## config.mk

```make
export PLATFORM = sky130hd
export DESIGN_NAME = stream_merge_rr
export DESIGN_NICKNAME = d
export VERILOG_FILES = /design/src/rtl/stream_merge_pkg.sv /design/src/rtl/rr_arbiter.sv /design/src/rtl/stream_merge_rr.sv
export SDC_FILE = /design/constraint.sdc
export NUM_CORES = 1
export LEC_CHECK = 0
export CAP_MARGIN = 20
export CORE_MARGIN = 10
export CORE_UTILIZATION = 31
export DETAILED_ROUTE_END_ITERATION = 16
export GPL_TIMING_DRIVEN = 0
export HOLD_SLACK_MARGIN = 0.02
export PLACE_DENSITY = 0.75
export SLEW_MARGIN = 5
export SYNTH_ARGS = -nofsm -noshare
export SYNTH_HDL_FRONTEND = slang
export SYNTH_SLANG_ARGS = --single-unit
```

## constraint.sdc

```tcl
create_clock -name clk -period 1.31 [get_ports clk]
set_clock_uncertainty 0.05 [all_clocks]
set_input_delay 0.262 -clock clk [delete_from_list [all_inputs] [get_ports clk]]
set_output_delay 0.262 -clock clk [all_outputs]
set_load 0.01 [all_outputs]
```

## src/rtl/stream_merge_pkg.sv

```systemverilog
// rtl/stream_merge_pkg.sv - shared state encoding and width helpers for stream_merge_rr
`timescale 1ns/1ps
package stream_merge_pkg;

  typedef enum logic [1:0] {
    IDLE   = 2'd0,
    ACCEPT = 2'd1,
    SEND   = 2'd2
  } state_e;

  function automatic int clog2(input int value);
    int r;
    r = 0;
    for (int v = value - 1; v > 0; v = v >> 1) r++;
    return r;
  endfunction

  // A single channel still needs a 1-bit index/tag.
  function automatic int tag_width(input int n);
    return (clog2(n) < 1) ? 1 : clog2(n);
  endfunction

  localparam int DEFAULT_CHANNELS = 4;
  localparam int TAG_W = tag_width(DEFAULT_CHANNELS);

endpackage

```

## src/rtl/rr_arbiter.sv

```systemverilog
// rtl/rr_arbiter.sv - combinational round-robin pick starting after last_grant
`timescale 1ns/1ps
module rr_arbiter
  import stream_merge_pkg::*;
#(
  parameter int N     = DEFAULT_CHANNELS,
  parameter int IDX_W = TAG_W
) (
  input  logic [N-1:0]     req,
  input  logic [IDX_W-1:0] last_grant,
  output logic [IDX_W-1:0] grant_idx,
  output logic             grant_valid
);

  localparam logic [IDX_W:0] N_W = (IDX_W + 1)'(N);

  // Scan from farthest to nearest so the nearest requester after last_grant wins.
  always_comb begin
    logic [IDX_W:0]   sum;
    logic [IDX_W-1:0] cand;
    grant_idx   = '0;
    grant_valid = 1'b0;
    sum         = '0;
    cand        = '0;
    for (int i = N; i >= 1; i--) begin
      sum  = {1'b0, last_grant} + (IDX_W + 1)'(i);
      cand = (sum >= N_W) ? (sum[IDX_W-1:0] - N_W[IDX_W-1:0]) : sum[IDX_W-1:0];
      if (req[cand]) begin
        grant_idx   = cand;
        grant_valid = 1'b1;
      end
    end
  end

endmodule

```

## src/rtl/stream_merge_rr.sv

```systemverilog
// rtl/stream_merge_rr.sv - round-robin N-to-1 stb/ack word merge with sticky exception record
// Optional STREAM_MERGE_RR_TAG_EN adds output_tag carrying the source channel of output_out.
`timescale 1ns/1ps
module stream_merge_rr
  import stream_merge_pkg::*;
#(
  parameter int                      NUM_CHANNELS = 4,
  parameter int                      WIDTH        = 32,
  parameter logic [NUM_CHANNELS-1:0] EXC_MASK     = '1
) (
  input  logic                          clk,
  input  logic                          rst,
  input  logic [NUM_CHANNELS*WIDTH-1:0] input_in,
  input  logic [NUM_CHANNELS-1:0]       input_in_stb,
  output logic [NUM_CHANNELS-1:0]       input_in_ack,
  output logic [WIDTH-1:0]              output_out,
  output logic                          output_out_stb,
  input  logic                          output_out_ack,
  input  logic [NUM_CHANNELS-1:0]       exception_in,
  output logic                          exception,
  output logic [NUM_CHANNELS-1:0]       exception_src
`ifdef STREAM_MERGE_RR_TAG_EN
  ,
  output logic [tag_width(NUM_CHANNELS)-1:0] output_tag
`endif
);

  localparam int IDX_W = tag_width(NUM_CHANNELS);

  state_e                  state_q, state_d;
  logic [IDX_W-1:0]        grant_q, grant_d;
  logic [IDX_W-1:0]        last_grant_q, last_grant_d;
  logic [NUM_CHANNELS-1:0] ack_d;
  logic [WIDTH-1:0]        out_d;
  logic                    out_stb_d;
  logic [NUM_CHANNELS-1:0] exc_src_d;
  logic [IDX_W-1:0]        arb_idx;
  logic                    arb_valid;
  logic [WIDTH-1:0]        words [NUM_CHANNELS];

  for (genvar k = 0; k < NUM_CHANNELS; k++) begin : g_words
    assign words[k] = input_in[k*WIDTH +: WIDTH];
  end

  rr_arbiter #(
    .N     (NUM_CHANNELS),
    .IDX_W (IDX_W)
  ) u_arb (
    .req         (input_in_stb),
    .last_grant  (last_grant_q),
    .grant_idx   (arb_idx),
    .grant_valid (arb_valid)
  );

  always_comb begin
    state_d      = state_q;
    grant_d      = grant_q;
    last_grant_d = last_grant_q;
    ack_d        = '0;
    out_d        = output_out;
    out_stb_d    = output_out_stb;
    exc_src_d    = exception_src | (exception_in & EXC_MASK);
    case (state_q)
      IDLE: begin
        if (arb_valid) begin
          grant_d        = arb_idx;
          ack_d[arb_idx] = 1'b1;
          state_d        = ACCEPT;
        end
      end
      ACCEPT: begin
        out_d     = words[grant_q];
        out_stb_d = 1'b1;
        state_d   = SEND;
      end
      SEND: begin
        if (output_out_ack) begin
          out_stb_d    = 1'b0;
          last_grant_d = grant_q;
          state_d      = IDLE;
        end
      end
      default: state_d = IDLE;
    endcase
  end

  // last_grant resets to the top channel so channel 0 is scanned first.
  always_ff @(posedge clk) begin
    if (rst) begin
      state_q        <= IDLE;
      grant_q        <= '0;
      last_grant_q   <= IDX_W'(NUM_CHANNELS - 1);
      input_in_ack   <= '0;
      output_out     <= '0;
      output_out_stb <= 1'b0;
      exception_src  <= '0;
      exception      <= 1'b0;
    end else begin
      state_q        <= state_d;
      grant_q        <= grant_d;
      last_grant_q   <= last_grant_d;
      input_in_ack   <= ack_d;
      output_out     <= out_d;
      output_out_stb <= out_stb_d;
      exception_src  <= exc_src_d;
      exception      <= |exc_src_d;
    end
  end

`ifdef STREAM_MERGE_RR_TAG_EN
  always_ff @(posedge clk) begin
    if (rst) begin
      output_tag <= '0;
    end else if (state_q == ACCEPT) begin
      output_tag <= grant_q;
    end
  end
`endif

endmodule

```

# Yosys cells after proc, flatten, opt, wreduce, memory -nomap -nowiden
# Cells that the tools add are included.
# word_totals
mem_bits_ro	0
reg_bits	48
ramBits	0
latchBits	0
in_bits	139
elab_cells	62
n_memories	0
out_inout_bits	42
# classes
n_lt_le_gt_ge	7
shift	0
n_eq_ne	4
div	0
add_sub_neg	4
mux	26
bitwise_logic	4
n_reduce_logical	9
n_mul	0
# op_table
op	count
32-bit binary-select mux with 2-bit select	1
32-bit two-way mux	2
2-bit by 3-bit < comparator with 1-bit output, second input constant	5
2-bit two-way mux	6
1-bit two-way mux	10
1-bit binary-select mux with 2-bit select	4
2-bit AND reduction	4
2-bit case mux with 3 select lines	1
2-bit by 1-bit adder with 2-bit output, second input constant	2
2-bit adder, second input constant	2
2-bit != test, second input constant	2
4-bit OR	1
4-bit OR reduction	1
3-bit >= comparator, second input constant	1
2-bit inverter with 3-bit output	1
3-bit OR reduction	1
1-bit demux with 2-bit select	1
2-bit by 1-bit == test with 1-bit output, second input constant	1
2-bit == test, second input constant	1
2-bit by 1-bit >= comparator with 1-bit output, second input constant	1
2-bit logical NOT	1
1-bit inverter	2
1-bit case mux with 2 select lines	1
2-bit nonzero test	1
1-bit logical AND	1

# Depth between registers and ports, before layout
# Gate-level depths: netlist of run 1.
# depth
depth_word	11
depth_mapped	5
mapped_depth_nobuf	4

# Cells and area by module
# A second synthesis of run 1 with hierarchy kept.
# hier_totals
hier_cells	248
area_unflattened_um2	2662.6
# by_module_without_submodules
module	cells_each	area_per_inst_um2	seq_area_each_um2	n_inst
stream_merge_rr	234	2571.2	960.9	1
rr_arbiter	14	91.3	0.0	1

# Worst setup path before layout of run 1
# Ideal clock, no wire load.
# synth_timing
path_kind	register to register
startpoint	register grant_q[0]
endpoint	register output_out[0]
slack_ps	-121
arrival_time_ps	1264
path_buffers	2
synth_period_minus_slack_ps	1431
path_stages_with_launch	5
setup_ps	117
required_ps	1143
path_cell_list	dfxtp_1 -> buf_6 -> buf_6 -> mux4_2 -> a22o_1
# synth_between
elab_chain_cells	4
# synth_rtl
item	line	source
start, declared	stream_merge_rr.sv:31	logic [IDX_W-1:0] grant_q, grant_d;
start signal, assigned	stream_merge_rr.sv:100	grant_q <= grant_d;
2-bit inverter with 3-bit output (not written as such)	stream_merge_rr.sv:72	out_d = words[grant_q];
32-bit binary-select mux with 2-bit select	stream_merge_rr.sv:72	
32-bit two-way mux (not written as such) (2 in series)	stream_merge_rr.sv:72	
end signal, assigned	stream_merge_rr.sv:103	output_out <= out_d;
end, declared	stream_merge_rr.sv:16	output logic [WIDTH-1:0] output_out,
# No other way between the ends. The select of a mux whose other input is x is not followed.
# A chain may end at the register's enable or synchronous reset.

# Final worst setup path of run 1
# layout_timing
startpoint	register grant_q[0]
endpoint	register output_out[13]
# The elaborated chain is that of the path after synthesis.

==> results of run 1 <==
==> worst max-delay path by stage <==
| stage | slack [ps] | end | cells after the start | from |
|---|---|---|---|---|
| 2_1_floorplan | -100 | output_out[1] | 4 | grant_q[0] |
| 3_3_place_gp | -470 | output_out[13] | 4 | rst |
| 3_5_place_dp | -500 | output_out[18] | 4 | rst |
| 4_1_cts | -210 | output_out[23] | 4 | grant_q[0] |
| 5_1_grt | -240 | output_out[16] | 4 | grant_q[0] |
| 6_report | -200 | output_out[13] | 4 | grant_q[0] |
==> synthesized netlist by cell type (all sizes together) (3+ instances only) <==
| cell | n |
|---|---|
| buf | 13 |
| a22o | 32 |
| nand2b | 4 |
| a21oi | 3 |
| clkbuf | 3 |
| o22ai | 3 |
| dfxtp | 48 |
| mux4 | 32 |
| nand2 | 6 |
| nor2 | 15 |
==> final cells by class <==
type	instances	area [sq um]
Buffer	15	155
Clock buffer	6	72.6
Clock inverter	2	35.0
Fill cell	608	2750
Inverter	2	7.51
Multi-Input combinational cell	114	1340
Sequential cell	48	968
Tap cell	99	124
Timing Repair Buffer	192	1920
==> kinds of logic after synthesis <==
| family | after synthesis | share of synthesized area [%] |
|---|---|---|
| and+or+nand+nor | 35 | 7.19 |
| AOI/OAI and AO/OA | 45 | 16.2 |
| muxes | 34 | 31.7 |
| DFF | 48 | 40.3 |
| buffers and inverters | 18 | 4.62 |
==> through the flow <==
stage | setup slack (ps) | setup TNS (ps)
after detailed placement | -500 | -19650
after floorplan | -104 | -2820
after global placement | -471 | -18770
after CTS | -211 | -5560
final | -201 | -5380
after global routing | -242 | -6850
==> where the power goes <==
| group | internal [uW] | switching, uW | total, uW |
|---|---|---|---|
| logic | 1010 | 513 | 1530 |
| clock network | 567 | 484 | 1050 |
| registers | 1590 | 81.4 | 1680 |
==> state kept, by name (all words and copies together) (netlist names) <==
name            flops
exception_src       4
output_out         32
grant_q             2
last_grant_q        2
input_in_ack        4
state_q             2
output_out_stb      1
exception           1
==> routing by layer <==
metal / global-route usage, % / wire, microns
met1: 17.8 / 3980
met2: 26.5 / 4660
met3: 7.25 / 1070
met4: 2.29 / 45
met5: 0 / 0
==> what timing repair did <==
item,CTS,global route
setup endpoints to repair,80,46
pin swaps,4,5
hold endpoints to repair,0,0
cloned,1,3
buffers inserted,7,2
gates resized for setup,68,17
==> results.txt, run 1 <==
----------------------------------------------------
[Status]
  Result of the run ... complete, but fails checks
  Violated checks ... setup timing

[Logic synthesis]
  Count of flip-flops with a built-in enable after synthesis ... 0
  Area fraction of the dominant cell type after synthesis ... between 40% and 50%
  Syn Inst Count ... 180
  Synthesis warning total ... 0
  Most used flip-flop cell after synthesis ... dfxtp_1
  Top cells by area, synth ... dfxtp_1 (40%), mux4_2 (26%), a22o_1 (12%)
  Yosys cell types ... 28
  Syn Area/Cell ... 13.2 sq um
  Proportion of register bits with asynchronous set or reset after synthesis ... 0%
  Sequential-to-total area share from yosys stat ... between 40% and 50%
  Synthesized net count ... 319
  Cell taking the most area after synthesis ... dfxtp_1
  Summed instance area of the synthesized netlist ... 2380 sq um
  Register bit total from synthesis ... 48

[Pwr]
  VDD IR-drop max ... approximately 0.45 mV
  Design Power ... 4250 uW
  Areal power density over the cells ... slightly above 900 nW/um^2
  Static Leak ... 0.00191 uW

[Die]
  Die area ... between 10000 and 15000 sq um
  Initial Utilization ... ~32%
  CORE AREA ... 7370 sq um
  Die Span X ... 108 microns
  I/O pin count ... about 180
  Die H ... 108 microns
  Site Rows ... 31

[STA]
  Setup slack of the critical path after layout ... -201 ps
  RSZ-0062 raised after global routing ... true
  Worst Max-Slew Pin Slew ... 394 ps
  Min Tclk post-route ... 1510 ps
  Setup violations, final ... 32
  Max Slew Vio Count ... 0
  Final clock period utilization by the worst path ... 115%
  Hold Slack ... 425 ps
  Number of hold-slack violations in the final timing report ... 0
  Worst slew margin ... 73.7%
  Achievable clock frequency ... 0.662 GHz

[Routing]
  Via count of the routed design ... 2432
  Via-to-Cell Ratio ... 5.09
  Remaining DRCs ... 0
  Initial DRC Count ... between 50 and 60
  Antenna Violating Nets Remaining ... 0
  Wire length per cell after detailed routing ... 20.4 microns
  Total detailed-routing wirelength ... 9.76 mm
  Initial DRT Pass Iterations ... 4

[Place]
  Detailed Place HPWL ... 7.72 mm
  Placement-stage cell area ... 4330 sq um
  Total instance count after detailed placement ... 459
  Port Buf Inserts ... 180
  Weighted congestion reported at the end of routability-driven placement ... 0.806

[Clocking]
  Clock insertion delay at the later pin of the skew report ... 290 ps
  CTS tree ... built
  Post-cts hold buffer count ... 0
  Root Driver ... clkbuf_8
  Inserted Clock Buffers ... 5
  Clock-pin slew reported for the worst setup and hold paths after clock tree synthesis ... 80 ps
  Buffer levels on the longest clock path ... 2
  Total clock sinks ... 48
  Level count of the clock H-tree ... 2

[Global route]
  All-layer global routing usage ... 15.6%
  Number of global-route vias before repair ... 2569
  Pin count of the biggest net entering global routing ... 15
  Gr ovfl total ... 0
  Initial antenna violation count ... 0
  Global-route wire length before repair ... around 14 mm

[Cells and area]
  Fraction of final layout cells sized beyond drive strength 1 ... 21.1%
  Synthesis-to-finish area growth ... 93.9%
  Final Instance Count excl. Fillers ... 478
  Fraction of the core area covered by cells at the end of the flow ... 62.7%
  Ant diodes ... 0
  Non-Filler Cell Area, Final ... 4620 sq um
  Layout net count ... just over 500
  Commonest cells after routing, fill and taps aside ... clkdlybuf4s50_1 (133), dfxtp_1 (44), dlygate4sd2_1 (44)
  Most common library cell in the layout ignoring fill and taps ... clkdlybuf4s50_1

[Setup path]
  Cell type group with the largest total delay on the critical path ... multiplexers
  Max Fanout on Critical Path ... 5
  Worst reg-to-reg path cell count ... 4
  RR Startpoint ... grant_q[0]
  Combined buffer and inverter count along the critical path ... 2
  R2r endpoint ... output_out[13]
  Max stage delay cell, worst path ... mux4_2
  CP Data Arrival Time ... 1650 ps
  R2R Setup Slk ... -200 ps
  CP Launch Type ... flop
  Peak per-stage delay on the critical path ... 500 ps
  Cell Chain, Critical Path ... clkbuf_16 > buf_12 > mux4_2 > a22o_1
  Crit path capture type ... flop
  Required time reported for the critical path endpoint ... ~1500 ps
  Startpoint-to-endpoint class of the critical path ... reg2reg

[Flow run]
  Number of max-cap violations ... 0

[Worst hold path]
  Classification of the worst-slack hold path ... reg2reg
  Hold depth ... 1
  Hold_sp ... output_out[8]
  Endpoint, Worst Hold ... output_out[8]

----------------------------------------------------
(Power assumes the default switching activity.)
==> run 2, diff against run 1 <==
ABC_CLOCK_PERIOD_IN_PS = 1310   (was unset)
CORE_MARGIN = 2   (was 10)
==> run 2 against run 1 <==
Net effect: register-to-register slack is essentially flat; cell count shrank 1.5%; the run still ends with setup timing left; sequential power is essentially flat; worst hold slack gained 3.2 ps; largest cell class unchanged.
==> results.txt, run 2 (synthesized netlist as in run 1, its figures left out) <==
----------------------------------------------------
[Cells and area]
  Most common library cell in the layout ignoring fill and taps ... clkdlybuf4s50_1
  Layout net count ... 511 (-1.2%)
  Commonest cells after routing, fill and taps aside ... clkdlybuf4s50_1 (133), dfxtp_1 (46), dlygate4sd2_1 (45)
  Top Registers ... output_out: 32 flops, exception_src: 4 flops, input_in_ack: 4 flops
  Synthesis-to-finish area growth ... 90.8%
  Max reg flops ... 32 (unchanged)
  Ant diodes ... 0 (unchanged)
  Non-Filler Cell Area, Final ... 4550 sq um (-1.6%)
  Fraction of final layout cells sized beyond drive strength 1 ... 19.1% (-2.0 points)
  Register bank with the most flops ... output_out

[Die]
  Initial Utilization ... 32.5% (+0.17 points)
  CORE AREA ... 7330 sq um (-0.53%)
  Die area ... 8410 sq um (-28%)
  Site Rows ... 31 (unchanged)
  Die Span X ... 91.7 microns (-15%)
  I/O pin count ... 181 (unchanged)
  Die H ... 91.7 microns (-15%)

[Clocking]
  Post-cts hold buffer count ... 0 (unchanged)
  Level count of the clock H-tree ... 2 (unchanged)
  Clock insertion delay at the later pin of the skew report ... 300 ps (about the same)
  Clock-pin slew reported for the worst setup and hold paths after clock tree synthesis ... 80 ps (about the same)
  Root Driver ... clkbuf_8
  Buffer levels on the longest clock path ... 2 (unchanged)
  Total clock sinks ... 48 (unchanged)
  CTS tree ... built
  Inserted Clock Buffers ... 5 (unchanged)

[Setup path]
  Crit path capture type ... flop
  CP Launch Type ... flop
  Required time reported for the critical path endpoint ... 1450 ps (about the same)
  Worst reg-to-reg path cell count ... 4 (unchanged)
  Stages on the worst setup path ... 4 (unchanged)
  Max stage delay cell, worst path ... mux4_2
  Cell type group with the largest total delay on the critical path ... multiplexers
  Combined buffer and inverter count along the critical path ... 2 (unchanged)
  Library cell appearing most often on the critical path ... clkbuf_16
  Peak per-stage delay on the critical path ... 490 ps (about the same)
  Cell Chain, Critical Path ... clkbuf_16 > clkbuf_16 > mux4_2 > a22o_1
  Max Fanout on Critical Path ... 5 (unchanged)
  CP Data Arrival Time ... 1640 ps (about the same)
  Startpoint-to-endpoint class of the critical path ... reg2reg

[Routing]
  Via count of the routed design ... 2330 (-4.2%)
  Initial DRT Pass Iterations ... 4 (unchanged)
  Antenna Violating Nets Remaining ... 0 (unchanged)
  Via-to-Cell Ratio ... 4.95 (-2.8%)
  Wire length per cell after detailed routing ... 17.7 microns (-13%)
  Initial DRC Count ... 39 (-33%)
  Total detailed-routing wirelength ... 8.36 mm (-14%)
  Remaining DRCs ... 0 (unchanged)

[Global route]
  Global-route wire length before repair ... 12.6 mm (-12%)
  Number of global-route vias before repair ... 2474 (-3.7%)
  Gr ovfl total ... 0 (unchanged)
  Initial antenna violation count ... 0 (unchanged)
  Pin count of the biggest net entering global routing ... 14 (-1)
  All-layer global routing usage ... 19.0% (+3.4 points)

[Pwr]
  Areal power density over the cells ... 879 nW/um^2 (-4.5%)
  Design Power ... 4000 uW (-6.0%)
  Static Leak ... 0.00186 uW (-2.6%)
  VDD IR-drop max ... 0.510 mV (+12%)

[Place]
  Detailed Place HPWL ... 6.48 mm (-16%)
  Placement-stage cell area ... 4330 sq um (unchanged)
  Port Buf Inserts ... 180 (unchanged)
  Weighted congestion reported at the end of routability-driven placement ... 0.752 (-6.7%)
  Dpl ws ... -503 ps (-3.31 ps)

[Status]
  Violated checks ... setup timing
  Result of the run ... complete, but fails checks

[Flow run]
  Number of max-cap violations ... 0 (unchanged)

[STA]
  Min Tclk post-route ... 1500 ps (-10.6 ps)
  Worst slew margin ... 73.0% (-0.73 points)
  Achievable clock frequency ... 0.667 GHz (+0.71%)
  Hold Slack ... 428 ps (+3.18 ps)
  RSZ-0062 raised after global routing ... true
  Final clock period utilization by the worst path ... 115% (-0.81 points)
  Number of hold-slack violations in the final timing report ... 0 (unchanged)
  Max Slew Vio Count ... 0 (unchanged)
  Worst Max-Slew Pin Slew ... 405 ps (+10.9 ps)
  Setup violations, final ... 32 (unchanged)
  Setup slack of the critical path after layout ... -190 ps (+10.6 ps)

[Worst hold path]
  Hold depth ... 1 (unchanged)
  Classification of the worst-slack hold path ... reg2reg

----------------------------------------------------
[run 2: changes by cell type in the layout (fill, tap and decap cells not counted), sizes merged]
cell | previous run | this run
dlygate4sd2 | 44 | 45
buf | 23 | 12
bufinv | 1 | 0
clkbuf | 10 | 15
dlymetal6s2s | 1 | 0
[run 2: stage by stage]
| step | std cells | TNS (ps) | util, % |
|---|---|---|---|
| 2_1_floorplan | 180 | -2820 | - |
| 3_3_place_gp | 459 | -16750 | 59.1 |
| 4_1_cts | 468 | -5070 | 60.2 |
| 6_report | 471 | -4920 | 62.0 |
| 3_5_place_dp | 459 | -16970 | 59.1 |
| 5_1_grt | 471 | -6490 | 62.0 |
[run 2: metal layers]
metal,track usage [%],part of all wire [%],vias up
met5,0,0,-
met4,3.03,0.55,0
met3,6.33,8.8,6
met2,35.8,52,99
met1,20.7,39,1118
li1,-,-,1107
[run 2: power by group]
part | switching (uW) | internal [uW]
combinational | 497 | 989
sequential | 82.5 | 1590
clock | 472 | 364
total | 1050 | 2950
[run 2: final timing paths]
kind,start,endpoint,slack [ps]
min,output_out[20],output_out[20],430
max reg2reg,grant_q[0],output_out[5],-190
min reg2reg,output_out[20],output_out[20],430
max,grant_q[0],output_out[5],-190
[run 2: final cells by class]
class / instances / area, sq um
plain buffers: 15 / 160
clock buffers: 6 / 72.6
clock inverters: 1 / 5.00
fillers: 615 / 2780
inverters: 2 / 7.51
multi-input cells: 114 / 1350
flip-flops and latches: 48 / 966
well taps: 99 / 124
repair buffers: 186 / 1870
[run 2: worst register-to-register path, cell delays in order, from the launching register on]
cell and delay [ps]:
dfxtp_4 380, clkbuf_16 150, clkbuf_16 140, mux4_2 490, a22o_1 190
[run 2: what timing repair did]
action	CTS	global route
setup endpoints to repair	80	39
gates resized for setup	64	19
setup buffers	2	0
pin swaps	4	7
cloned	1	3
endpoints found under the hold margin	0	0
